--- config.mk ---
export PLATFORM = sky130hd
export DESIGN_NAME = sb_prefetch_ctrl_flat
export DESIGN_NICKNAME = d
export VERILOG_FILES = /design/src/rtl/sb_prefetch_ctrl_pkg.sv /design/src/rtl/sb_prefetch_ctrl_if.sv /design/src/rtl/sb_prefetch_ctrl_label_next.sv /design/src/rtl/sb_prefetch_ctrl.sv /design/src/flat_wrapper.sv
export SDC_FILE = /design/constraint.sdc
export NUM_CORES = 1
export LEC_CHECK = 0
export CAP_MARGIN = 20
export CORE_AREA = 5 5 233 235
export DETAILED_ROUTE_END_ITERATION = 10
export DIE_AREA = 0 0 238 240
export PLACE_DENSITY_LB_ADDON = 0.08
export SYNTH_ARGS = -nofsm -noshare
export SYNTH_HDL_FRONTEND = slang
export SYNTH_SLANG_ARGS = --single-unit
--- constraint.sdc ---
create_clock -name clk -period 2.3 [get_ports clk]
set_input_delay 0.345 -clock clk [delete_from_list [all_inputs] [get_ports clk]]
set_output_delay 0.345 -clock clk [all_outputs]
set_load 0.01 [all_outputs]
--- src/rtl/sb_prefetch_ctrl_pkg.sv ---
// sb_prefetch_ctrl_pkg: shared types for the stream-buffer prefetch controller.
package sb_prefetch_ctrl_pkg;
  typedef logic [31:0] phys_t;
  typedef enum logic [2:0] {
    C_IDLE,
    C_CHECK,
    C_WAIT,
    C_HIT_RESP,
    C_MISS_RESP,
    C_PREFETCH
  } sb_ctrl_state_t;
  function automatic int label_width(input int line_width);
    return $bits(phys_t) - $clog2(line_width / 8);
  endfunction
endpackage

--- src/rtl/sb_prefetch_ctrl_if.sv ---
// sb_prefetch_ctrl_if: miss-lookup and stream-buffer signals of the prefetch controller.
interface sb_prefetch_ctrl_if #(
  parameter int LINE_WIDTH = 256,
  parameter int DATA_WIDTH = 32
);
  import sb_prefetch_ctrl_pkg::*;
  localparam int LABEL_WIDTH = label_width(LINE_WIDTH);
  localparam int WORDS = LINE_WIDTH / DATA_WIDTH;
  logic [LABEL_WIDTH-1:0] req_label;
  logic                   req_vld;
  logic                   req_rdy;
  logic                   flush;
  logic                   resp_vld;
  logic                   resp_hit;
  logic [LINE_WIDTH-1:0]  resp_line;
  logic [LABEL_WIDTH-1:0] sb_label_i;
  logic                   sb_label_i_rdy;
  logic                   sb_inv;
  logic                   sb_write;
  logic                   sb_hit;
  logic [LABEL_WIDTH-1:0] sb_label_o;
  logic                   sb_label_o_vld;
  logic [LINE_WIDTH-1:0]  sb_data;
  logic [WORDS-1:0]       sb_data_vld;
  logic                   sb_idle;
  modport slave (
    input  req_label, req_vld, flush, sb_label_o, sb_label_o_vld, sb_data, sb_data_vld, sb_idle,
    output req_rdy, resp_vld, resp_hit, resp_line, sb_label_i, sb_label_i_rdy, sb_inv, sb_write, sb_hit
  );
  modport master (
    output req_label, req_vld, flush, sb_label_o, sb_label_o_vld, sb_data, sb_data_vld, sb_idle,
    input  req_rdy, resp_vld, resp_hit, resp_line, sb_label_i, sb_label_i_rdy, sb_inv, sb_write, sb_hit
  );
endinterface

--- src/rtl/sb_prefetch_ctrl_label_next.sv ---
// sb_label_next: next-line label (wrapping) and page-crossing suppress flag.
// The suppress flag is only active when SB_PAGE_GUARD_EN is defined.
module sb_label_next #(
  parameter int LABEL_WIDTH = 27,
  parameter int GUARD_BITS  = 7
) (
  input  logic [LABEL_WIDTH-1:0] i_label,
  output logic [LABEL_WIDTH-1:0] o_next,
  output logic                   o_skip
);
`ifdef SB_PAGE_GUARD_EN
  localparam bit GUARD_ON = 1'b1;
`else
  localparam bit GUARD_ON = 1'b0;
`endif
  assign o_next = i_label + LABEL_WIDTH'(1);
  assign o_skip = GUARD_ON & ~|o_next[GUARD_BITS-1:0];
endmodule

--- src/rtl/sb_prefetch_ctrl.sv ---
// sb_prefetch_ctrl: next-line prefetch controller in front of the stream buffer.
// Optional page guard (no prefetch across a page boundary) enabled by SB_PAGE_GUARD_EN.
module sb_prefetch_ctrl
  import sb_prefetch_ctrl_pkg::*;
#(
  parameter int LINE_WIDTH = 256,
  parameter int DATA_WIDTH = 32,
  parameter int PAGE_BITS  = 12
) (
  input logic           clk,
  input logic           rst_n,
  sb_prefetch_ctrl_if.slave bus
);
  localparam int LINE_BYTE_OFFSET = $clog2(LINE_WIDTH / 8);
  localparam int LABEL_WIDTH = $bits(phys_t) - LINE_BYTE_OFFSET;
  localparam int WORDS = LINE_WIDTH / DATA_WIDTH;
  sb_ctrl_state_t         r_state;
  logic [LABEL_WIDTH-1:0] r_label;
  logic [LABEL_WIDTH-1:0] r_next;
  logic                   r_skip;
  logic [LINE_WIDTH-1:0]  r_line;
  logic [LABEL_WIDTH-1:0] w_next;
  logic                   w_skip;
  logic [WORDS-1:0]       w_dvld;
  logic                   w_match;
  logic                   w_full;
  assign w_dvld  = bus.sb_data_vld;
  assign w_full  = &w_dvld;
  assign w_match = bus.sb_label_o_vld & (bus.sb_label_o == r_label);
  sb_label_next #(
    .LABEL_WIDTH(LABEL_WIDTH),
    .GUARD_BITS (PAGE_BITS - LINE_BYTE_OFFSET)
  ) u_next (
    .i_label(r_label),
    .o_next (w_next),
    .o_skip (w_skip)
  );
  always_ff @(posedge clk or negedge rst_n) begin
    if (!rst_n) begin
      r_state <= C_IDLE;
      r_label <= '0;
      r_next  <= '0;
      r_skip  <= 1'b0;
      r_line  <= '0;
    end else if (bus.flush) begin
      r_state <= C_IDLE;
    end else begin
      case (r_state)
        C_IDLE: if (bus.req_vld) begin
          r_label <= bus.req_label;
          r_state <= C_CHECK;
        end
        // A line that stops matching while we wait is treated as a miss
        C_CHECK, C_WAIT: begin
          r_state <= !w_match ? C_MISS_RESP : w_full ? C_HIT_RESP : C_WAIT;
          if (w_match && w_full) r_line <= bus.sb_data;
        end
        C_HIT_RESP, C_MISS_RESP: begin
          r_next  <= w_next;
          r_skip  <= w_skip;
          r_state <= C_PREFETCH;
        end
        C_PREFETCH: if (bus.sb_idle) r_state <= C_IDLE;
        default: r_state <= C_IDLE;
      endcase
    end
  end
  assign bus.req_rdy        = (r_state == C_IDLE) & ~bus.flush;
  assign bus.resp_vld       = ((r_state == C_HIT_RESP) | (r_state == C_MISS_RESP)) & ~bus.flush;
  assign bus.resp_hit       = (r_state == C_HIT_RESP) & ~bus.flush;
  assign bus.resp_line      = r_line;
  assign bus.sb_write       = (r_state == C_HIT_RESP) & ~bus.flush;
  assign bus.sb_inv         = (r_state == C_MISS_RESP) | bus.flush;
  assign bus.sb_hit         = r_state == C_WAIT;
  assign bus.sb_label_i     = r_next;
  assign bus.sb_label_i_rdy = (r_state == C_PREFETCH) & bus.sb_idle & ~bus.sb_inv & ~r_skip;
endmodule

--- src/flat_wrapper.sv ---
// flat-port wrapper written by rule: the top's interface ports become plain ports
module sb_prefetch_ctrl_flat import sb_prefetch_ctrl_pkg::*;
#(
  parameter int LINE_WIDTH = 256,
  parameter int DATA_WIDTH = 32,
  parameter int PAGE_BITS  = 12
)
  (clk, rst_n, bus_req_label, bus_req_vld, bus_flush, bus_sb_label_o, bus_sb_label_o_vld, bus_sb_data, bus_sb_data_vld, bus_sb_idle, bus_req_rdy, bus_resp_vld, bus_resp_hit, bus_resp_line, bus_sb_label_i, bus_sb_label_i_rdy, bus_sb_inv, bus_sb_write, bus_sb_hit);
  sb_prefetch_ctrl_if #(.LINE_WIDTH(LINE_WIDTH), .DATA_WIDTH(DATA_WIDTH)) bus_i ();
  input logic clk;
  input logic rst_n;
  input wire logic [$bits(bus_i.req_label)-1:0] bus_req_label;
  input wire logic [$bits(bus_i.req_vld)-1:0] bus_req_vld;
  input wire logic [$bits(bus_i.flush)-1:0] bus_flush;
  input wire logic [$bits(bus_i.sb_label_o)-1:0] bus_sb_label_o;
  input wire logic [$bits(bus_i.sb_label_o_vld)-1:0] bus_sb_label_o_vld;
  input wire logic [$bits(bus_i.sb_data)-1:0] bus_sb_data;
  input wire logic [$bits(bus_i.sb_data_vld)-1:0] bus_sb_data_vld;
  input wire logic [$bits(bus_i.sb_idle)-1:0] bus_sb_idle;
  output wire logic [$bits(bus_i.req_rdy)-1:0] bus_req_rdy;
  output wire logic [$bits(bus_i.resp_vld)-1:0] bus_resp_vld;
  output wire logic [$bits(bus_i.resp_hit)-1:0] bus_resp_hit;
  output wire logic [$bits(bus_i.resp_line)-1:0] bus_resp_line;
  output wire logic [$bits(bus_i.sb_label_i)-1:0] bus_sb_label_i;
  output wire logic [$bits(bus_i.sb_label_i_rdy)-1:0] bus_sb_label_i_rdy;
  output wire logic [$bits(bus_i.sb_inv)-1:0] bus_sb_inv;
  output wire logic [$bits(bus_i.sb_write)-1:0] bus_sb_write;
  output wire logic [$bits(bus_i.sb_hit)-1:0] bus_sb_hit;
  assign bus_i.req_label = bus_req_label;
  assign bus_i.req_vld = bus_req_vld;
  assign bus_i.flush = bus_flush;
  assign bus_i.sb_label_o = bus_sb_label_o;
  assign bus_i.sb_label_o_vld = bus_sb_label_o_vld;
  assign bus_i.sb_data = bus_sb_data;
  assign bus_i.sb_data_vld = bus_sb_data_vld;
  assign bus_i.sb_idle = bus_sb_idle;
  assign bus_req_rdy = bus_i.req_rdy;
  assign bus_resp_vld = bus_i.resp_vld;
  assign bus_resp_hit = bus_i.resp_hit;
  assign bus_resp_line = bus_i.resp_line;
  assign bus_sb_label_i = bus_i.sb_label_i;
  assign bus_sb_label_i_rdy = bus_i.sb_label_i_rdy;
  assign bus_sb_inv = bus_i.sb_inv;
  assign bus_sb_write = bus_i.sb_write;
  assign bus_sb_hit = bus_i.sb_hit;
  sb_prefetch_ctrl #(.LINE_WIDTH(LINE_WIDTH), .DATA_WIDTH(DATA_WIDTH), .PAGE_BITS(PAGE_BITS)) u_core (.clk(clk), .rst_n(rst_n), .bus(bus_i));
endmodule
==> metrics.txt <==
# TYPE chip_impl_metric gauge
chip_impl_metric{name="pin_count_of_the_biggest_net_entering_global_routing",unit=""} 66
chip_impl_metric{name="num_rows",unit=""} 84
chip_impl_metric{name="floorplan.die_area",unit="sq mm"} 0.0571
chip_impl_metric{name="upper_clock_frequency_limit",unit="GHz"} 0.421
chip_impl_metric{name="preCtsSetupSlack",unit="ps"} -474
chip_impl_metric{name="finalWorstPathRequiredPeriod",unit="ps"} 2370
chip_impl_metric{name="route.detailed.drc",unit=""} 0
chip_impl_info{name="cts_root_buffer",value="sky130_fd_sc_hd__clkbuf_16"} 1
chip_impl_metric{name="ys_types",unit=""} 32
chip_impl_info{name="synth-main-ff-cell",value="sky130_fd_sc_hd__dfrtp_1"} 1
chip_impl_metric{name="routed_wl",unit="um"} 51000
chip_impl_metric{name="gp_congestion",unit=""} 0.800
chip_impl_metric{name="antenna_violating_nets_post_route",unit=""} 0
chip_impl_metric{name="timing.setup.tns",unit="ps"} -6180
chip_impl_info{name="run_status",value="finished, violations left"} 1
chip_impl_metric{name="p_per_area",unit="mW/mm^2"} 636
chip_impl_metric{name="number_of_antenna_violations_at_the_first_check_in_global_routing",unit=""} 18
chip_impl_metric{name="ff2ff_setup_slack",unit="ps"} -70
chip_impl_metric{name="number_of_buffers_inserted_during_clock_tree_synthesis",unit=""} 40
chip_impl_metric{name="ys_warn_count",unit=""} 0
chip_impl_metric{name="maxSlewHeadroom",unit=""} 0.589
chip_impl_metric{name="finalCoreUtilization",unit=""} 0.441
chip_impl_info{name="worst_path_cell_chain",value="xnor2_1 -> or3_4 -> nor4b_4 -> and4_4 -> buf_12 -> buf_16 -> buf_12 -> clkbuf_16 -> mux2_4"} 1
chip_impl_metric{name="mean_area_per_synthesized_cell",unit="sq um"} 16.0
chip_impl_metric{name="finalHoldViolCount",unit=""} 0
chip_impl_metric{name="post-layout-total-power",unit="mW"} 14.6
chip_impl_metric{name="final_design_area_no_fill",unit="sq mm"} 0.0229
chip_impl_info{name="critical_path.most_common_cell",value="sky130_fd_sc_hd__buf_12"} 1
chip_impl_metric{name="initial_standard_cell_utilization_of_the_core",unit=""} 0.262
chip_impl_metric{name="synth.top_cell.area_share",unit=""} 0.575
chip_impl_metric{name="grt_overflow",unit=""} 0
chip_impl_info{name="ys_top_cells_by_area",value="sky130_fd_sc_hd__dfrtp_1, sky130_fd_sc_hd__mux2_4, sky130_fd_sc_hd__mux2_2, sky130_fd_sc_hd__buf_12, sky130_fd_sc_hd__mux2_1"} 1
chip_impl_metric{name="clk_pin_slew_worst_paths",unit="ps"} 50
chip_impl_info{name="violations",value="negative setup slack"} 1
chip_impl_metric{name="cts_htree_levels",unit=""} 2
chip_impl_metric{name="max_stage_delay",unit="ps"} 390
chip_impl_metric{name="drt_iter0_drc",unit=""} 288
chip_impl_metric{name="cts_sinks",unit=""} 313
chip_impl_metric{name="cp_data_arrival_time",unit="ps"} 2780
chip_impl_metric{name="postPlaceCellArea",unit="sq mm"} 0.0209
chip_impl_info{name="cts_tree",value="yes"} 1
chip_impl_metric{name="route.detailed.vias_per_inst",unit=""} 4.22
chip_impl_metric{name="clk_path_buf_depth",unit=""} 3
chip_impl_metric{name="top_level_ports",unit=""} 614
chip_impl_metric{name="postSynth.asyncResetShare",unit=""} 1.00
chip_impl_metric{name="final.setup.worst_slack",unit="ps"} -72.7
chip_impl_info{name="class_of_the_worst_hold_path",value="in2async"} 1
chip_impl_metric{name="total_routing_usage_reported_by_global_routing",unit=""} 0.165
chip_impl_info{name="synth.cells.most_frequent",value="sky130_fd_sc_hd__dfrtp_1, sky130_fd_sc_hd__mux2_4, sky130_fd_sc_hd__mux2_2, sky130_fd_sc_hd__nor2_1"} 1
chip_impl_metric{name="synth-edff-count",unit=""} 0
chip_impl_metric{name="vias_in_the_first_global_route",unit=""} 10500
chip_impl_metric{name="finalCritPeriodShare",unit=""} 1.03
chip_impl_info{name="most_numerous_cell_in_the_yosys_netlist",value="sky130_fd_sc_hd__dfrtp_1"} 1
chip_impl_metric{name="synth-seq-area-share",unit=""} 0.575
chip_impl_metric{name="dieHeight",unit="um"} 240
chip_impl_metric{name="die_w",unit="um"} 238
chip_impl_metric{name="worst_clock_skew",unit="ps"} 15.6
chip_impl_metric{name="fin_nets",unit=""} 1891
chip_impl_metric{name="via_count",unit=""} 9671
chip_impl_metric{name="setup_viol",unit=""} 186
chip_impl_metric{name="port_buffers",unit=""} 613
chip_impl_info{name="crit_family",value="simple AND/OR/NAND/NOR gates"} 1
chip_impl_info{name="critical_path.startpoint_type",value="flip-flop"} 1
chip_impl_metric{name="multi_input_comb_area",unit="sq mm"} 0.00530
chip_impl_metric{name="synthesis.instances",unit=""} 849
chip_impl_metric{name="drv.max_cap_violation_count",unit=""} 0
chip_impl_info{name="grt_setup_unrepaired",value="true"} 1
chip_impl_metric{name="worstMarginPinSlew",unit="ps"} 617
chip_impl_metric{name="p_leak",unit="nW"} 10.0
chip_impl_metric{name="drv_slew",unit=""} 0
chip_impl_info{name="setup.worst_path.end_class",value="flip-flop"} 1
chip_impl_metric{name="cp.buffers_inverters",unit=""} 4
chip_impl_metric{name="instance_count_after_placement_with_tap_cells_included",unit=""} 2179
chip_impl_info{name="synth_top_cell_by_area",value="sky130_fd_sc_hd__dfrtp_1"} 1
chip_impl_info{name="critPathKind",value="reg2reg"} 1
chip_impl_info{name="crit_slowest_cell",value="sky130_fd_sc_hd__dfrtp_1"} 1
chip_impl_metric{name="clkLatencyLatePin",unit="ps"} 540
chip_impl_metric{name="core_area",unit="sq mm"} 0.0520
chip_impl_metric{name="fillers",unit=""} 4807
chip_impl_metric{name="critical_path_required",unit="ps"} 2710
chip_impl_metric{name="post_synth_instance_area",unit="sq mm"} 0.0136
chip_impl_metric{name="synthToLayoutAreaGrowth",unit="%"} 68.4
chip_impl_metric{name="firstDrtPassIters",unit=""} 4
chip_impl_metric{name="critPathMaxFanout",unit=""} 6
chip_impl_metric{name="synth.ff_latch_count",unit=""} 313
chip_impl_metric{name="dpl.hpwl",unit="um"} 38200
chip_impl_metric{name="wire_length_of_the_first_global_routing_pass",unit="um"} 71200
chip_impl_metric{name="seq_area",unit="sq mm"} 0.00783
chip_impl_metric{name="fin_cells",unit=""} 2289
chip_impl_metric{name="drive_above_1_share",unit=""} 0.274
chip_impl_metric{name="whs",unit="ps"} 389
chip_impl_metric{name="worst_ir_drop_vdd",unit="V"} 0.000435
chip_impl_metric{name="postSynthNetCount",unit=""} 1174
chip_impl_metric{name="average_wire_per_standard_cell",unit="um"} 22.3
[placed cells by master, fill, tap and decap left out, types with 10 or more instances in the layout]
master	Yosys	layout
sky130_fd_sc_hd__a21oi_1	28	27
sky130_fd_sc_hd__buf_12	22	19
sky130_fd_sc_hd__buf_16	0	10
sky130_fd_sc_hd__buf_4	4	56
sky130_fd_sc_hd__clkbuf_1	13	13
sky130_fd_sc_hd__clkbuf_16	0	52
sky130_fd_sc_hd__clkbuf_8	0	10
sky130_fd_sc_hd__clkdlybuf4s50_1	0	605
sky130_fd_sc_hd__dfrtp_1	313	313
sky130_fd_sc_hd__mux2_1	29	23
sky130_fd_sc_hd__mux2_2	55	48
sky130_fd_sc_hd__mux2_4	200	213
sky130_fd_sc_hd__nand2_1	13	11
sky130_fd_sc_hd__nand2b_1	13	13
sky130_fd_sc_hd__nand3_1	19	19
sky130_fd_sc_hd__nand4_1	19	19
sky130_fd_sc_hd__nor2_1	36	35
sky130_fd_sc_hd__xnor2_1	29	28
sky130_fd_sc_hd__xor2_1	19	19
[worst register-to-register path, delay by kind of cell (launching register included)]
family,cells,cell delay [ps]
xor gates and xnor gates,1,140
and+or+nand+nor,3,890
muxes,1,300
buffers and inverters,4,540
DFF,1,390
[repair_timing]
action / in CTS / in global routing
gates cloned: 5 / 13
setup buffers: 11 / 4
endpoints found under the hold margin: 49 / 0
resized for setup: 41 / 15
hold buffers: 1 / 0
setup endpoints to repair: 251 / 257
pin swaps: 0 / 2
[power breakdown]
group          internal, mW  switching (mW)
clock network          3.69            2.37
logic                  1.44           0.975
registers              5.85           0.245
[layer usage]
layer	vias to the layer above	track usage	share of wire
li1	4422	-	-
met1	4756	0.188	0.38
met2	372	0.280	0.50
met3	101	0.0701	0.095
met4	20	0.0584	0.030
met5	-	0	0.0026
[flip-flops by register name, summed over array words and instances (netlist names)]
register / cells
u_core.bus.resp_line: 256
u_core.bus.sb_label_i: 27
u_core.r_label: 27
u_core.r_state: 3
[path summary, 6_finish.rpt]
check,startpoint,end,cells after the start
max reg2reg,u_core.r_state[0]$_DFFE_PN0P_,u_core.bus.resp_line[196]$_DFFE_PN0P_,9
min,rst_n,u_core.bus.resp_line[238]$_DFFE_PN0P_,2
min reg2reg,u_core.bus.resp_line[185]$_DFFE_PN0P_,u_core.bus.resp_line[185]$_DFFE_PN0P_,1
max,u_core.r_state[0]$_DFFE_PN0P_,u_core.bus.resp_line[196]$_DFFE_PN0P_,9
max in group asynchronous,rst_n,u_core.bus.sb_label_i[15]$_DFFE_PN0P_,3
min in group clk,bus_sb_data[200],u_core.bus.resp_line[200]$_DFFE_PN0P_,2
[cell families after synthesis]
logic type | after synthesis | share of synthesized area
flops | 313 | 0.575
buf+inv | 49 | 0.0442
compound gates | 31 | 0.0119
xor+xnor | 48 | 0.0309
simple gates | 122 | 0.0464
mux | 285 | 0.291
fa+ha+maj | 1 | 0.000919
[area by class of cell]
type                       instances  area share
antenna                            9    0.000982
clock buffer                      64      0.0529
tap                              688      0.0375
multi-input combinational        487       0.231
sequential                       313       0.342
inverter                           4    0.000655
clock inverter                     4     0.00196
timing repair buffer             720       0.333
No activity file was read; power rests on OpenSTA's default activity.
